<file path="src/rtl/led_drv_pkg.sv">
// Shared definitions for the LED driver: mode encoding, config reset value
// and the duty endpoints that bypass the PWM compare.
package led_drv_pkg;

  typedef enum logic [1:0] {
    MODE_OFF    = 2'b00,
    MODE_STEADY = 2'b01,
    MODE_BLINK  = 2'b10,
    MODE_CHASE  = 2'b11
  } mode_e;

  localparam logic [7:0]  CFG_RESET  = 8'h1F;
  localparam logic [3:0]  DUTY_OFF   = 4'h0;
  localparam logic [3:0]  DUTY_FULL  = 4'hF;
  localparam logic [15:0] CHASE_INIT = 16'h0001;

  // Duty 15 must be fully on, which a plain (cnt < duty) compare cannot give.
  function automatic logic pwm_on_f(input logic [3:0] duty, input logic [3:0] cnt);
    logic on;
    on = 1'b0;
    if (duty == DUTY_OFF)       on = 1'b0;
    else if (duty == DUTY_FULL) on = 1'b1;
    else                        on = (cnt < duty);
    return on;
  endfunction

endpackage

</file>
<file path="src/rtl/led_driver_tick_gen.sv">
// Prescaler: counts 0..PRESCALE-1 and flags the last count as the PWM step tick.
module tick_gen #(
  parameter int PRESCALE = 100
) (
  input  logic clk_i,
  input  logic reset_i,
  output logic tick
);

  localparam int CW = (PRESCALE > 1) ? $clog2(PRESCALE) : 1;
  localparam logic [CW-1:0] LAST = CW'(PRESCALE - 1);

  logic [CW-1:0] cnt_q;

  always_ff @(posedge clk_i or posedge reset_i) begin
    if (reset_i)            cnt_q <= '0;
    else if (cnt_q == LAST) cnt_q <= '0;
    else                    cnt_q <= cnt_q + CW'(1);
  end

  assign tick = (cnt_q == LAST);

endmodule

</file>
<file path="src/rtl/led_driver.sv">
// LED driver: PWM dimming of a 16-bit LED pattern with off/steady/blink/chase
// modes selected through a small config register.
module led_driver
  import led_drv_pkg::*;
#(
  parameter int PRESCALE      = 100,
  parameter int BLINK_PERIODS = 64
) (
  input  logic        clk_i,
  input  logic        reset_i,
  input  logic [15:0] leds_reg_i,
  input  logic [7:0]  cfg_data_i,
  input  logic        we_cfg_i,
  output logic [15:0] leds_o
);

  localparam int BW = (BLINK_PERIODS > 1) ? $clog2(BLINK_PERIODS) : 1;
  localparam logic [BW-1:0] BLINK_LAST = BW'(BLINK_PERIODS - 1);

  // Reserved bits [7:6] always read as zero, so only the low six are stored.
  logic [5:0]    cfg_q;
  logic [3:0]    pwm_cnt_q;
  logic [BW-1:0] blink_cnt_q;
  logic          blink_phase_q;
  logic [15:0]   chase_q;
  logic [15:0]   leds_q;
  logic [15:0]   leds_next;

  logic  tick;
  logic  period_end;
  logic  blink_wrap;
  logic  mode_chg;
  logic  pwm_on;
  mode_e mode;
  logic  cfg_rsvd_unused;

  assign cfg_rsvd_unused = ^cfg_data_i[7:6];

  tick_gen #(.PRESCALE(PRESCALE)) u_tick_gen (
    .clk_i   (clk_i),
    .reset_i (reset_i),
    .tick    (tick)
  );

  assign mode       = mode_e'(cfg_q[5:4]);
  assign pwm_on     = pwm_on_f(cfg_q[3:0], pwm_cnt_q);
  assign period_end = tick && (pwm_cnt_q == 4'hF);
  assign blink_wrap = period_end && (blink_cnt_q == BLINK_LAST);
  assign mode_chg   = we_cfg_i && (cfg_data_i[5:4] != cfg_q[5:4]);

  always_ff @(posedge clk_i or posedge reset_i) begin
    if (reset_i)       cfg_q <= CFG_RESET[5:0];
    else if (we_cfg_i) cfg_q <= cfg_data_i[5:0];
  end

  always_ff @(posedge clk_i or posedge reset_i) begin
    if (reset_i)   pwm_cnt_q <= 4'h0;
    else if (tick) pwm_cnt_q <= pwm_cnt_q + 4'h1;
  end

  // A mode change restarts blink/chase and wins over a coincident period end.
  always_ff @(posedge clk_i or posedge reset_i) begin
    if (reset_i) begin
      blink_cnt_q   <= '0;
      blink_phase_q <= 1'b1;
      chase_q       <= CHASE_INIT;
    end else if (mode_chg) begin
      blink_cnt_q   <= '0;
      blink_phase_q <= 1'b1;
      chase_q       <= CHASE_INIT;
    end else if (blink_wrap) begin
      blink_cnt_q   <= '0;
      blink_phase_q <= ~blink_phase_q;
      chase_q       <= {chase_q[14:0], chase_q[15]};
    end else if (period_end) begin
      blink_cnt_q   <= blink_cnt_q + BW'(1);
    end
  end

  always_comb begin
    leds_next = 16'h0000;
    unique case (mode)
      MODE_OFF:    leds_next = 16'h0000;
      MODE_STEADY: leds_next = pwm_on ? leds_reg_i : 16'h0000;
      MODE_BLINK:  leds_next = (pwm_on && blink_phase_q) ? leds_reg_i : 16'h0000;
      MODE_CHASE:  leds_next = pwm_on ? chase_q : 16'h0000;
      default:     leds_next = 16'h0000;
    endcase
  end

  always_ff @(posedge clk_i or posedge reset_i) begin
    if (reset_i) leds_q <= 16'h0000;
    else         leds_q <= leds_next;
  end

  assign leds_o = leds_q;

endmodule

</file>
<file path="config.mk">
export PLATFORM = sky130hd
export DESIGN_NAME = led_driver
export DESIGN_NICKNAME = d
export VERILOG_FILES = /design/src/rtl/led_drv_pkg.sv /design/src/rtl/led_driver_tick_gen.sv /design/src/rtl/led_driver.sv
export SDC_FILE = /design/constraint.sdc
export NUM_CORES = 1
export LEC_CHECK = 0
export BUFFER_PORTS_ARGS = -buffer_cell sky130_fd_sc_hd__buf_2
export CAP_MARGIN = 20
export CORE_MARGIN = 2
export CORE_UTILIZATION = 51
export DETAILED_ROUTE_END_ITERATION = 6
export PLACE_DENSITY = 0.79
export SYNTH_ARGS = -nofsm -noshare
export SYNTH_HDL_FRONTEND = slang
export SYNTH_HIERARCHICAL = 1
export SYNTH_SLANG_ARGS = --single-unit
</file>
<file path="constraint.sdc">
create_clock -name clk_i -period 2.4 [get_ports clk_i]
set_clock_uncertainty 0.15 [all_clocks]
set_input_delay 0.6 -clock clk_i [delete_from_list [all_inputs] [get_ports clk_i]]
set_output_delay 0.6 -clock clk_i [all_outputs]
set_load 0.05 [all_outputs]
</file>
# After elaboration in Yosys (flattened, before gate mapping)

Cells that the tools add are included.
Widths: inputs -> output; s select.

Logic and storage cells: 42
Bits of input ports: 27
Register bits after elaboration: 56
Output and inout bits: 16

Mux-type cells: 14
Reduce and logical (&&, ||, !) cells: 8
Order comparisons: 1
Equality and inequality tests: 8
$add $sub $neg: 3
Bitwise logic cells: 1

Operators with widths:

| kind                | count |
|---|---|
| $mux 16             | 5 |
| $pmux 16 s4         | 1 |
| $mux 6              | 3 |
| $eq 4x4->1 const B  | 2 |
| $add 7x1->7 const B | 1 |
| $eq 7x7->1 const B  | 1 |
| $mux 7              | 1 |
| $add 6x1->6 const B | 1 |
| $eq 6x6->1 const B  | 1 |
| $add 4x1->4 const B | 1 |
| $eq 2x2->1 const B  | 2 |
| $logic_and 1x1->1   | 4 |
| $logic_not 4->1     | 1 |
| $lt 4x4->1          | 1 |
| $mux 1              | 4 |
| $reduce_bool 3->1   | 1 |
| $eq 2x1->1 const B  | 1 |
| $logic_not 2->1     | 1 |
| $ne 2x2->1          | 1 |
| $reduce_bool 2->1   | 1 |
| $not 1->1           | 1 |

# Logic depth before layout (Yosys ltp)

Gate-level depths: netlist of run 1.

Depth in word-level cells: 6
Gate-level depth with buffers: 9
Gate-level depth less buffers: 6

# By module

Netlist of run 1, hierarchy kept.

Modules (own cells, without submodules):

| module     | cells an instance | times used | area an instance (um2) |
|---|---|---|---|
| led_driver | 211               | 1          | 2528.7 |
| tick_gen   | 30                | 1          | 335.3 |

# Worst setup path before layout of run 1

No wires, ideal clock.

Path kind: register to register
Start: register u_tick_gen.cnt_q[3]
End: register chase_q[10]
Stages on the path, launching flop included: 10
Clock period less this slack: 2282 ps
Path slack: 118 ps
Library setup time: 121 ps
Buffers on the path: 3
Data arrival time: 2011 ps
Cell sequence: dfrtp_1 > nand4bb_1 > nor3b_2 > buf_2 > nand4_4 > nor3_2 > buf_4 > buf_8 > mux2i_1 > nor2_1

Cells in the longest elaborated chain, start to end: 4

Ends and longest elaborated chain:

| what                        | line                      | text |
|---|---|---|
| from (decl)                 | led_driver_tick_gen.sv:13 | `logic [CW-1:0] cnt_q;` |
| from (signal assigned)      | led_driver_tick_gen.sv:18 | `else cnt_q <= cnt_q + CW'(1);` |
| $eq 7x7->1                  | led_driver_tick_gen.sv:21 | `assign tick = (cnt_q == LAST);` |
| via tick                    | led_driver.sv:29          | `logic tick;` |
| $logic_and 1x1->1           | led_driver.sv:47          | `assign period_end = tick && (pwm_cnt_q == 4'hF);` |
| $logic_and 1x1->1           | led_driver.sv:48          | `assign blink_wrap = period_end && (blink_cnt_q == BLINK_LAST);` |
| $reduce_bool 2->1 (no line) | -                         |  |
| to (signal assigned)        | led_driver.sv:74          | `chase_q <= {chase_q[14:0], chase_q[15]};` |
| to (decl)                   | led_driver.sv:25          | `logic [15:0] chase_q;` |

The timed path passes the listed nets, and every way through them passes these cells.
A chain may end at the register's enable or synchronous reset.

# Final worst setup path of run 1

Start: register cfg_q[2]
End: register leds_q[15], in the netlist leds_o[15]

Cells in the longest elaborated chain, start to end: 6
Elaborated cells on any way between the ends: 10
Those cells by class: order compare: 1; eq/ne: 1; mux: 6; reduce/logical: 2

Ends and longest elaborated chain:

| what                                            | line                                 | text |
|---|---|---|
| from (decl)                                     | led_driver.sv:21                     | `logic [5:0] cfg_q;` |
| from (signal assigned)                          | led_driver.sv:52                     | `if (reset_i) cfg_q <= CFG_RESET[5:0];` |
| from (signal assigned)                          | led_driver.sv:53                     | `else if (we_cfg_i) cfg_q <= cfg_data_i[5:0];` |
| $lt 4x4->1 / $eq 4x4->1 (equally long branches) | led_drv_pkg.sv:23, led_drv_pkg.sv:22 |  |
| $mux 1                                          | led_drv_pkg.sv:22                    | `else if (duty == DUTY_FULL) on = 1'b1;` |
| $mux 1 (*)                                      | led_drv_pkg.sv:21                    | `if (duty == DUTY_OFF) on = 1'b0;` |
| $logic_and 1x1->1                               | led_driver.sv:85                     | `MODE_BLINK: leds_next = (pwm_on && blink_phase_q) ? leds_reg_i : 16'h0000;` |
| $mux 16                                         | led_driver.sv:85                     |  |
| $pmux 16 s4 (*)                                 | led_driver.sv:82                     | `unique case (mode)` |
| via leds_next[15]                               | led_driver.sv:27                     | `logic [15:0] leds_next;` |
| to (signal assigned)                            | led_driver.sv:93                     | `else leds_q <= leds_next;` |
| to (decl)                                       | led_driver.sv:26                     | `logic [15:0] leds_q;` |

Mark *: on every way through the listed nets, which the timed path passes. The rest lies on a longest branch.

==> flow_metrics.env, run 1 <==
export IMPL_ys_types=44
export IMPL_end_kind="register"
export IMPL_ys_warnings_count=6
export IMPL_final_cells=356
export IMPL_cp_buffers_inverters=1
export IMPL_ys_seq_area_share_pct=49.2
export IMPL_crit_family="compound AO/OA/AOI/OAI gates"
export IMPL_wl_per_cell_um=14.8
export IMPL_seqPwrFrac_pct=53.5
export IMPL_cp_startpoint="cfg_q[2]"
export IMPL_ioPinCount=43
export IMPL_synthTopCellsByArea="dfrtp_1 (43%), mux2_2 (7.9%), dfstp_2 (6.4%)"
export IMPL_cts_tree="yes"
export IMPL_crit_type="reg2reg"
export IMPL_status="complete, no violations"
export IMPL_drc=0
export IMPL_clk_latency_ps=300
export IMPL_ant_nets=0
export IMPL_routed_wirelength_um=5280
export IMPL_p_sw_uw=593
export IMPL_first_pass_iters=4
export IMPL_crit_path_max_incr_delay_ps=580
export IMPL_multi_input_area_um2=1360
export IMPL_slew_violations=0
export IMPL_startpoint_type="register"
export IMPL_path_depth=5
export IMPL_rows=27
export IMPL_grt_pass1_vias=1966
export IMPL_synth_most_common_cell="dfrtp_1"
export IMPL_cts_htree_levels=2
export IMPL_seq_area_um2=1410
export IMPL_yosys_area_top_type_share_pct=42.8
export IMPL_cts_setup_buffers=0
export IMPL_hpwl_um=3850
export IMPL_antenna_found_initial=0
export IMPL_synth_xor_area_share_pct=2.75
export IMPL_via_per_inst=5.61
export IMPL_final_nets=316
export IMPL_post_synth_cell_area_avg_um2=11.9
export IMPL_core_um2=5470
export IMPL_fin_crit_sh_pct=93.6
export IMPL_syn_area_um2=2860
export IMPL_synth_top_cell_by_area="dfrtp_1"
export IMPL_hold_slack_ps=73.8
export IMPL_synth_top_family_by_area="compound AO/OA/AOI/OAI gates"
export IMPL_die_h_um=78.9
export IMPL_clock_sinks=56
export IMPL_arrival_ps=2270
export IMPL_rr_worst_depth=5
export IMPL_grt_first_pass_wirelength_um=9280
export IMPL_cts_buffers=5
export IMPL_finalCriticalPeriod_ps=2250
export IMPL_finalSetupViolations=0
export IMPL_pwr_share_comb_pct=20.1
export IMPL_grt_overflow_total=0
export IMPL_fmax_mhz=445
export IMPL_synth_mux_area_share_pct=13.5
export IMPL_synth_compound_area_share_pct=16.3
export IMPL_sw_frac_of_total_pct=30.8
export IMPL_clk_path_buf_depth=2
export IMPL_synth_edf_count=0
export IMPL_leakage_nw=1.42
export IMPL_antennaDiodeCount=0
export IMPL_grt_max_degree=26
export IMPL_min_path_type="in2async"
export IMPL_dp_cells=348
export IMPL_die_x_um=78.9
export IMPL_synth_seq_cells=56
export IMPL_vdd_drop_max_mv=0.310
export IMPL_fillers=454
export IMPL_synthAdderAreaFrac_pct=2.62
export IMPL_setup_tns_ps=0
export IMPL_route_vias_total=1997
export IMPL_p_clk_share_pct=26.4
export IMPL_finalHoldViolCount=0
export IMPL_syn_inst=241
export IMPL_drt_iter0_markers=95
export IMPL_initial_core_util_pct=52.3
export IMPL_r2r_start="cfg_q[2]"
export IMPL_yosys_area_share_simple_pct=11.6
export IMPL_slew_headroom_pct=62.8
export IMPL_path_max_fanout=16
export IMPL_ys_flop_type="dfrtp_1"
export IMPL_clkTransAtPathRegs_ps=100
export IMPL_power_density_nw_per_um2=588
export IMPL_crit_slowest_cell="dfstp_2"
export IMPL_placed_cell_area_um2=3180
export IMPL_syn_to_final_growth_pct=14.5
export IMPL_layout_drive_gt1_share_pct=37.3
export IMPL_cts_hold_buf=0
export IMPL_worstPathRequired_ps=2420
export IMPL_async_reset_ff_share_pct=100
export IMPL_gp_congestion=0.759
export IMPL_port_buffers=40
export IMPL_finish_utilization_pct=59.9
export IMPL_grt_use_total_pct=18.9
export IMPL_rsz0062_at_grt="no"
export IMPL_final_area_um2=3280
export IMPL_tightest_slew_ps=557
export IMPL_synthTopCellsByCount="dfrtp_1 (49), nor2_1 (21), mux2_2 (20), a22oi_1 (16), mux2i_1 (16)"
export IMPL_crit_path_cell_trace="inv_1 > ha_1 > o21ai_0 > o21bai_4 > a2111oi_1"
export IMPL_cap_violations=0
export IMPL_die_area_um2=6230
export IMPL_internal_power_mw=1.33
export IMPL_syn_num_nets=274
export IMPL_root_buffer="clkbuf_8"
==> routing by layer <==
metal	track usage, %	share of wire [%]	vias up	routed length, µm
li1	-	-	980	-
met1	24.1	42	969	2240
met2	32.7	52	46	2770
met3	3.64	4.4	2	233
met4	5.69	0.70	0	37
met5	0	0	-	0
==> layout by cell type (no fill, tap or decap), types with 2 or more instances in the layout <==
cell,instances
or3_1,2
buf_2,40
nor3_1,2
xor2_1,2
nand4bb_1,2
buf_4,7
dfrtp_1,49
mux2i_1,16
dfstp_2,7
ha_1,6
clkbuf_8,5
a2111oi_1,2
clkinvlp_4,2
nand2b_1,2
a21oi_1,5
buf_12,2
xnor2_1,7
nand4_1,3
mux2_2,20
nand3_1,5
o21ai_0,8
nor2b_1,2
a2111oi_0,4
a2111oi_2,9
nor2_1,21
inv_1,5
nand2_1,14
a22oi_1,16
==> path summary, 6_finish.rpt <==
check	end	slack, ps
worst min-delay path	u_tick_gen/cnt_q[0]	70
worst max register to register	leds_o[15]	150
worst min register to register	u_tick_gen/cnt_q[0]	340
worst max-delay path	leds_o[15]	150
min in group clk_i	u_tick_gen/cnt_q[0]	340
max in group asynchronous	chase_q[0]	1540
==> timing repair <==
item | 4_1_cts | 5_1_grt
gates resized for setup | 0 | 2
endpoints found under the hold margin | 0 | 0
setup endpoints to repair | 0 | 5
==> per-stage QoR <==
stage / total power, mW / setup slack, ps
after floorplan: 1.33 / 118
after global placement: 1.43 / 97.3
after detailed placement: 1.44 / 84.2
after CTS: 1.95 / 43.5
after global routing: 2.03 / 9.25
final: 1.93 / 154
==> area by class of cell <==
class	count	share of cell area [%]
Timing Repair Buffer	50	9.39
Sequential cell	56	43.0
Multi-Input combinational cell	164	41.3
Clock buffer	5	2.10
Tap cell	72	2.75
Inverter	6	0.687
Clock inverter	3	0.725
==> logic make-up (layout without fill, tap and decap cells) <==
| kind of cell | Yosys count | count (layout) |
|---|---|---|
| xor+xnor | 9 | 9 |
| flops | 56 | 56 |
| compound gates | 52 | 52 |
| mux | 36 | 36 |
| fa+ha+maj | 6 | 6 |
| buf+inv | 21 | 64 |
| simple gates | 61 | 61 |
==> registers in the layout, summed over array words and instances (netlist names) <==
name	flops
blink_cnt_q	6
blink_phase_q	1
cfg_q	6
chase_q	16
leds_o	16
pwm_cnt_q	4
u_tick_gen/cnt_q	7
==> power groups by stage <==
stage	sequential, mW	clock (mW)	combinational [mW]
after global placement	1.05	0	0.378
after CTS	1.03	0.534	0.389
after global routing	1.04	0.569	0.421
after detailed placement	1.05	0	0.387
after floorplan	1.14	0	0.193
final	1.03	0.508	0.388
==> worst register-to-register path: cells and delay by family, from the launching register on <==
family | cells | cell delay [ps]
AO/OA/AOI/OAI | 3 | 1020
adder cells (fa/ha/maj) | 1 | 290
flip-flops | 1 | 580
buffers and inverters | 1 | 80
No activity file was read; power rests on OpenSTA's default activity.
==> run 2: changes to the inputs <==
--- a/config.mk
+++ b/config.mk
@@ -7,10 +7,13 @@
 export LEC_CHECK = 0
 export BUFFER_PORTS_ARGS = -buffer_cell sky130_fd_sc_hd__buf_2
 export CAP_MARGIN = 20
+export CELL_PAD_IN_SITES_DETAIL_PLACEMENT = 0
+export CELL_PAD_IN_SITES_GLOBAL_PLACEMENT = 1
 export CORE_MARGIN = 2
-export CORE_UTILIZATION = 51
+export CORE_UTILIZATION = 41
 export DETAILED_ROUTE_END_ITERATION = 6
-export PLACE_DENSITY = 0.79
+export PLACE_DENSITY = 0.8
+export SLEW_MARGIN = 15
 export SYNTH_ARGS = -nofsm -noshare
 export SYNTH_HDL_FRONTEND = slang
 export SYNTH_HIERARCHICAL = 1
==> flow_metrics.env, run 2 (synthesis gave the netlist of run 1 again) <==
export IMPL_ant_nets=0
export IMPL_crit_type="reg2reg"
export IMPL_path_max_fanout=16
export IMPL_slew_headroom_pct=65.0
export IMPL_grt_use_total_pct=15.3
export IMPL_crit_family="compound AO/OA/AOI/OAI gates"
export IMPL_min_path_type="in2async"
export IMPL_core_um2=6790
export IMPL_clk_latency_ps=310
export IMPL_fillers=638
export IMPL_route_vias_total=1988
export IMPL_syn_to_final_growth_pct=15.4
export IMPL_root_buffer="clkbuf_8"
export IMPL_die_x_um=87.6
export IMPL_rr_worst_depth=6
export IMPL_final_cell_mix="dfrtp_1 (49), buf_2 (40), nor2_1 (21)"
export IMPL_fmax_mhz=455
export IMPL_grt_overflow_total=0
export IMPL_vdd_drop_max_mv=0.318
export IMPL_crit_path_cell_trace="inv_1 > ha_1 > a211oi_2 > o21bai_2 > buf_4 > a2111oi_0"
export IMPL_fin_crit_sh_pct=91.7
export IMPL_via_per_inst=5.22
export IMPL_cts_hold_buf=0
export IMPL_drc=0
export IMPL_die_area_um2=7670
export IMPL_drt_iter0_markers=77
export IMPL_slew_violations=0
export IMPL_startpoint_type="register"
export IMPL_first_pass_iters=4
export IMPL_finalHoldViolCount=0
export IMPL_cts_htree_levels=2
export IMPL_power_density_nw_per_um2=592
export IMPL_port_buffers=40
export IMPL_crit_path_max_incr_delay_ps=580
export IMPL_worstPathRequired_ps=2430
export IMPL_final_nets=317
export IMPL_clkTransAtPathRegs_ps=110
export IMPL_wl_per_cell_um=14.4
export IMPL_clock_sinks=56
export IMPL_die_h_um=87.6
export IMPL_end_kind="register"
export IMPL_cap_violations=0
export IMPL_gp_congestion=0.751
export IMPL_mostFrequentLayoutCell="dfrtp_1"
export IMPL_hpwl_um=3940
export IMPL_routed_wirelength_um=5470
export IMPL_arrival_ps=2230
export IMPL_finalCriticalPeriod_ps=2200
export IMPL_cts_tree="yes"
export IMPL_antenna_found_initial=0
export IMPL_dp_cells=373
export IMPL_finalSetupViolations=0
export IMPL_setup_tns_ps=0
export IMPL_rsz0062_at_grt="no"
export IMPL_leakage_nw=1.43
export IMPL_rows=30
export IMPL_final_cells=381
export IMPL_tightest_slew_ps=524
export IMPL_grt_first_pass_wirelength_um=9180
export IMPL_initial_core_util_pct=42.2
export IMPL_ioPinCount=43
export IMPL_clk_path_buf_depth=2
export IMPL_grt_max_degree=27
export IMPL_grt_pass1_vias=1920
export IMPL_cp_buffers_inverters=2
export IMPL_antennaDiodeCount=0
export IMPL_path_depth=6
export IMPL_cts_buffers=5
export IMPL_status="complete, no violations"
export IMPL_layout_drive_gt1_share_pct=37.9
export IMPL_crit_slowest_cell="dfstp_2"
## run 2: cell count changes in the layout (fill, tap and decap cells not counted)
cell / delta
clkinv_4: -1
buf_8: -1
o21bai_4: -1
a2111oi_1: -2
buf_4: +2
a2111oi_0: +1
a2111oi_2: +1
clkinvlp_4: -1
o21bai_2: +1
inv_6: +2
## run 2: path summary, 6_finish.rpt
check	startpoint	end	slack (ps)
setup / recovery	cfg_q[1]	leds_o[15]	200
hold / removal	reset_i	u_tick_gen/cnt_q[1]	70
setup reg to reg	cfg_q[1]	leds_o[15]	200
hold reg to reg	u_tick_gen/cnt_q[0]	u_tick_gen/cnt_q[0]	340
max in group asynchronous	reset_i	cfg_q[4]	1340
min in group clk_i	u_tick_gen/cnt_q[0]	u_tick_gen/cnt_q[0]	340
## run 2: power by group
group | total (mW) | switching [mW] | internal (mW) | leakage (nW)
Sequential | 1.03 | 0.0339 | 0.993 | 0.730
Combinational | 0.390 | 0.258 | 0.132 | 0.650
Clock | 0.541 | 0.327 | 0.214 | 0.0452
Total | 1.96 | 0.619 | 1.34 | 1.43
## run 2: per-layer routing
layer / global-route usage, % / routed length (µm) / vias to the layer above
li1: - / - / 975
met1: 20.3 / 2620 / 975
met2: 24.7 / 2650 / 36
met3: 4.15 / 171 / 2
met4: 4.06 / 29 / 0
met5: 0 / 0 / -
## run 2: per-stage QoR
stage / util, % / worst slack (ps) / total power [mW] / instance area, µm² / hold WS, ps
final: 48.7 / 200 / 1.96 / 3310 / 69.6
after global routing: 48.7 / 24.7 / 2.06 / 3310 / 68.4
after CTS: 48.6 / 162 / 1.99 / 3300 / 62.9
after detailed placement: 47.2 / 190 / 1.44 / 3210 / 331
after global placement: 47.2 / 205 / 1.43 / 3210 / 317
after floorplan: - / 118 / 1.33 / 2860 / 253
## run 2: what timing repair did
action | 4_1_cts | 5_1_grt
setup endpoints to repair | 0 | 1
setup buffers | 0 | 0
resized for setup | 0 | 1
## run 2: area by class of cell
| cell class | count | area (µm²) | area share, % |
|---|---|---|---|
| flip-flops and latches | 56 | 1410 | 42.7 |
| multi-input cells | 164 | 1350 | 40.9 |
| well taps | 96 | 120 | 3.63 |
| clock buffers | 5 | 68.8 | 2.08 |
| inverters | 6 | 22.5 | 0.681 |
| repair buffers | 51 | 308 | 9.31 |
| clock inverters | 3 | 25.0 | 0.757 |
